**src/rtl/spart_rx.sv**
```systemverilog
// SPART receiver: 16x oversampled async serial input with a bus-readable data register.
// Define SPART_RX_OVERRUN_EN to build the overrun flag; otherwise OERR is tied low.
module spart_rx (
  input  logic       clk,
  input  logic       rst,
  input  logic       RxD,
  input  logic       Enable,
  input  logic       IORW,
  input  logic [1:0] IOADDR,
  output logic [7:0] RX_DATA,
  output logic       RDA,
  output logic       FERR,
  output logic       OERR
);

  typedef enum logic [1:0] {IDLE, START, DATA, STOP} state_t;

  state_t     r_state, w_state_nxt;
  logic [3:0] r_tick,  w_tick_nxt;
  logic [2:0] r_bit,   w_bit_nxt;
  logic [7:0] r_shift, w_shift_nxt;
  logic       r_rx_meta, r_rxs;
  logic       w_rd, w_good, w_bad;

  assign w_rd = IORW && (IOADDR == 2'b00);

  // Synchronizer runs every clk so the FSM always sees a settled line.
  always_ff @(posedge clk) begin
    if (rst) begin
      r_rx_meta <= 1'b1;
      r_rxs     <= 1'b1;
    end else begin
      r_rx_meta <= RxD;
      r_rxs     <= r_rx_meta;
    end
  end

  always_ff @(posedge clk) begin
    if (rst) begin
      r_state <= IDLE;
      r_tick  <= 4'd0;
      r_bit   <= 3'd0;
      r_shift <= 8'h00;
    end else begin
      r_state <= w_state_nxt;
      r_tick  <= w_tick_nxt;
      r_bit   <= w_bit_nxt;
      r_shift <= w_shift_nxt;
    end
  end

  always_comb begin
    w_state_nxt = r_state;
    w_tick_nxt  = r_tick;
    w_bit_nxt   = r_bit;
    w_shift_nxt = r_shift;
    w_good      = 1'b0;
    w_bad       = 1'b0;
    if (Enable) begin
      case (r_state)
        IDLE: begin
          if (!r_rxs) begin
            w_state_nxt = START;
            w_tick_nxt  = 4'd0;
          end
        end
        START: begin
          if (r_tick == 4'd7) begin
            w_tick_nxt = 4'd0;
            w_bit_nxt  = 3'd0;
            // Start bit gone high at mid-bit: treat as a glitch.
            w_state_nxt = r_rxs ? IDLE : DATA;
          end else begin
            w_tick_nxt = r_tick + 4'd1;
          end
        end
        DATA: begin
          if (r_tick == 4'd15) begin
            w_shift_nxt = {r_rxs, r_shift[7:1]};
            w_tick_nxt  = 4'd0;
            w_bit_nxt   = r_bit + 3'd1;
            if (r_bit == 3'd7) w_state_nxt = STOP;
          end else begin
            w_tick_nxt = r_tick + 4'd1;
          end
        end
        STOP: begin
          if (r_tick == 4'd15) begin
            w_good      = r_rxs;
            w_bad       = !r_rxs;
            w_tick_nxt  = 4'd0;
            w_state_nxt = IDLE;
          end else begin
            w_tick_nxt = r_tick + 4'd1;
          end
        end
        default: w_state_nxt = IDLE;
      endcase
    end
  end

  // A completing frame takes priority over a simultaneous data read.
  always_ff @(posedge clk) begin
    if (rst) begin
      RX_DATA <= 8'h00;
      RDA     <= 1'b0;
      FERR    <= 1'b0;
    end else begin
      if (w_good) begin
        RX_DATA <= r_shift;
        RDA     <= 1'b1;
        FERR    <= 1'b0;
      end else begin
        if (w_bad) FERR <= 1'b1;
        else if (w_rd) FERR <= 1'b0;
        if (w_rd) RDA <= 1'b0;
      end
    end
  end

`ifdef SPART_RX_OVERRUN_EN
  always_ff @(posedge clk) begin
    if (rst) begin
      OERR <= 1'b0;
    end else if (w_good && RDA && !w_rd) begin
      OERR <= 1'b1;
    end else if (w_rd) begin
      OERR <= 1'b0;
    end
  end
`else
  assign OERR = 1'b0;
`endif

endmodule

```
**config.mk**
```make
export PLATFORM = sky130hd
export DESIGN_NAME = spart_rx
export DESIGN_NICKNAME = d
export VERILOG_FILES = /design/src/rtl/spart_rx.sv
export SDC_FILE = /design/constraint.sdc
export NUM_CORES = 1
export LEC_CHECK = 0
export ABC_CLOCK_PERIOD_IN_PS = 1400
export CAP_MARGIN = 20
export CORE_UTILIZATION = 45
export CTS_CLUSTER_DIAMETER = 100
export DETAILED_ROUTE_END_ITERATION = 6
export PLACE_DENSITY = 0.7
export SLEW_MARGIN = 20
export SYNTH_ARGS = -nofsm -noshare
export SYNTH_HDL_FRONTEND = slang
export SYNTH_SLANG_ARGS = --single-unit
```
**constraint.sdc**
```tcl
create_clock -name clk -period 1.4 [get_ports clk]
set_input_delay 0.42 -clock clk [delete_from_list [all_inputs] [get_ports clk]]
set_output_delay 0.42 -clock clk [all_outputs]
set_load 0.02 [all_outputs]
```
==> flow_summary.ini <==
[floorplan]
die_h_um = 57.4
die-area_mm2 = 0.00329
start_util = 0.488
fp.dieW_um = 57.4
fp.coreArea_mm2 = 0.00283
ios = 18
rows = 19

[clock_network]
numClockSinks = 29
cts_buffers = 5
clk_pin_slew_ps = 100
cts_tree = done
htree_num_levels = 2
clk_latency_ps = 320
root_buffer = clkbuf_4
clk_path_buf_depth = 2
cts_setup_buffers = 0

[hold_path]
hold_start = r_rx_meta$_SDFF_PP1_
whs_endpoint = r_rxs$_SDFF_PP1_
hold_path_depth = 1
min_path_type = flop to flop

[routing]
vias = 1333
vias_per_cell = 6.09
met1_length_um = 1330
drtAntennaViolNets = 0
met3_length_um = 154
drt_iter0_markers = 39
drc = 2
firstDrtPassIters = 6
drt_wl_total_um = 3150
wl_met2_um = 1630
top_layer = met4
wl_per_cell_um = 14.4

[timing]
setup_viol = 0
drv_slew = 0
period_share = 0.962
min_period_ps = 1350
rsz0062_at_grt = false
max_freq_mhz = 742
fin_ws_ps = 53.0
hold_violations = 0
setup_tns_ps = 0
skew_ps = 8.27

[synth]
synth_area_mm2 = 0.00138
synth_nets = 168
yosys.area.top_type = dfxtp_1
ys_async_sr_fraction = 0
avgSynthCellArea_um2 = 8.73
synth_top_area_frac = 0.421
synthCells = 158
synth_area_leaders = dfxtp_1 42%, a21oi_1 7.6%, o21ai_0 5.4%
ys_types = 38
synth_ff_type = dfxtp_1
synth-edff-count = 0
ys_seq_area_frac = 0.421
synth-seq-cells = 29
ys_warn_count = 0

[final_layout]
utilization = 0.609
antenna_cells = 0
fin_cells = 219
fin_nets = 197
drive_above_1_share = 0.277
area_growth_pct = 24.8

[run_status]
status = finished, violations left
violations = DRC

[power]
seqPwrFrac = 0.598
power.internal_mw = 1.06
switching_power_mw = 0.335
pwr-share-comb = 0.058
irDropWorstVdd_mv = 0.452
clockPowerShare = 0.344
power_density_mw_per_mm2 = 809
swShare = 0.240
power.leakage_nw = 0.631

[setup_path]
cpPeakStageDelay_ps = 340
r2r_cells = 4
start_kind = flop
r2r_end = r_state[0]$_SDFFE_PP0P_
crit_start = RX_DATA[6]$_SDFFE_PP0P_
slowest_stage = dfxtp_1
critPathBufInv = 1
timing.reg2reg.setup_slack_ps = 60
cp.arrival_ps = 930
crit_path_cell_trace = clkdlybuf4s15_2
crit_family = flip-flops
critPathMaxFanout = 2
crit_path_end_kind = primary output
cp.required_ps = 980
crit_type = flop to primary output

[grt]
overflow = 0
grt_pass1_vias = 1199
grt_max_degree = 12
grt_pass1_wl_um = 5320
grt_usage = 0.210
antenna_found_initial = 0

[placement]
dp.cells = 211
port_buffers = 16
gp_congestion = 0.820
pre_cts_slack_ps = -331
dpl.hpwl_um = 2340

[job]
cap_violations = 0
-- cells in the final DEF (no fill, tap or decap), types with 2 or more instances in the layout --
cell type        count
dfxtp_1             24
a21oi_1             21
buf_4               20
o21ai_0             15
nand3_1             12
nand4_1             10
o31ai_1              8
nor2b_1              6
clkbuf_4             5
clkdlybuf4s50_1      5
buf_2                5
clkdlybuf4s15_2      5
nand3b_1             4
dfxtp_2              4
or2_2                3
o211ai_1             3
inv_1                2
nor2_1               2
and3b_1              2
a211oi_1             2
nand2b_1             2
mux2i_1              2
ha_1                 2
clkinv_2             2
-- worst max-delay path by stage --
stage / endpoint / slack [ps] / cells past startpoint
after floorplan: RX_DATA[0]$_SDFFE_PP0P_ / 20 / 5
after global placement: RX_DATA[1]$_SDFFE_PP0P_ / -270 / 5
after detailed placement: r_tick[0]$_SDFFE_PP0P_ / -330 / 4
after CTS: r_tick[0]$_SDFFE_PP0P_ / 8 / 5
after global routing: RX_DATA[3] / 3 / 1
final: RX_DATA[6] / 50 / 1
-- state kept, by name, summed over array words and instances (netlist names), named ones only --
signal / cells
RDA: 1
r_state: 1
FERR: 1
RX_DATA: 8
r_bit: 3
r_rx_meta: 1
r_shift: 8
r_rxs: 1
r_tick: 4
-- logic make-up after synthesis --
family	after synthesis	synth area share
adders and majority gates	3	0.0272
and+or+nand+nor	51	0.230
DFF	29	0.421
AOI/OAI and AO/OA	55	0.239
buffers and inverters	17	0.0653
muxes	2	0.0145
other	1	0.00272
-- routing by layer --
metal	up-vias	track usage
li1	655	-
met3	4	0.0635
met2	46	0.357
met5	-	0
met4	0	0.0906
met1	628	0.244
-- final cells by class --
type / count / area, um^2
inverters: 3 / 11.3
multi-input cells: 112 / 737
clock buffers: 6 / 41.3
well taps: 31 / 38.8
fillers: 274 / 1110
repair buffers: 36 / 294
clock inverters: 2 / 10.0
flip-flops and latches: 29 / 589
-- per-stage QoR --
step	power, mW	hold slack [ps]	instance area [um^2]
after floorplan	0.890	389	1380
after global placement	0.928	399	1650
after detailed placement	0.931	408	1650
after CTS	1.41	433	1720
after global routing	1.46	465	1720
final	1.39	426	1720
-- cells in the mapped netlist, types with 2 or more instances --
master and number:
a211oi_1 2, a21oi_1 21, and3b_1 2, buf_2 6
buf_4 5, clkbuf_1 3, dfxtp_1 29, ha_1 3
inv_1 2, mux2i_1 2, nand2b_1 2, nand3_1 12
nand3b_1 4, nand4_1 10, nor2_1 2, nor2b_1 6
o211ai_1 3, o21ai_0 15, o31ai_1 8, or2_2 3
-- power groups by stage --
| stage | clock (mW) | sequential, mW | combinational [mW] |
|---|---|---|---|
| 2_1_floorplan | 0 | 0.850 | 0.0405 |
| 3_3_place_gp | 0 | 0.852 | 0.0753 |
| 3_5_place_dp | 0 | 0.853 | 0.0783 |
| 4_1_cts | 0.498 | 0.834 | 0.0784 |
| 5_1_grt | 0.539 | 0.835 | 0.0870 |
| 6_report | 0.480 | 0.833 | 0.0807 |
-- repair_timing --
| action | 4_1_cts | 5_1_grt |
|---|---|---|
| hold endpoints to repair | 0 | 0 |
| gates cloned | 0 | 0 |
| gates resized for setup | 32 | 16 |
| hold buffers | 0 | 0 |
| pin swaps | 0 | 2 |
| endpoints found under the setup margin | 13 | 18 |
No activity file was read; power rests on OpenSTA's default activity.
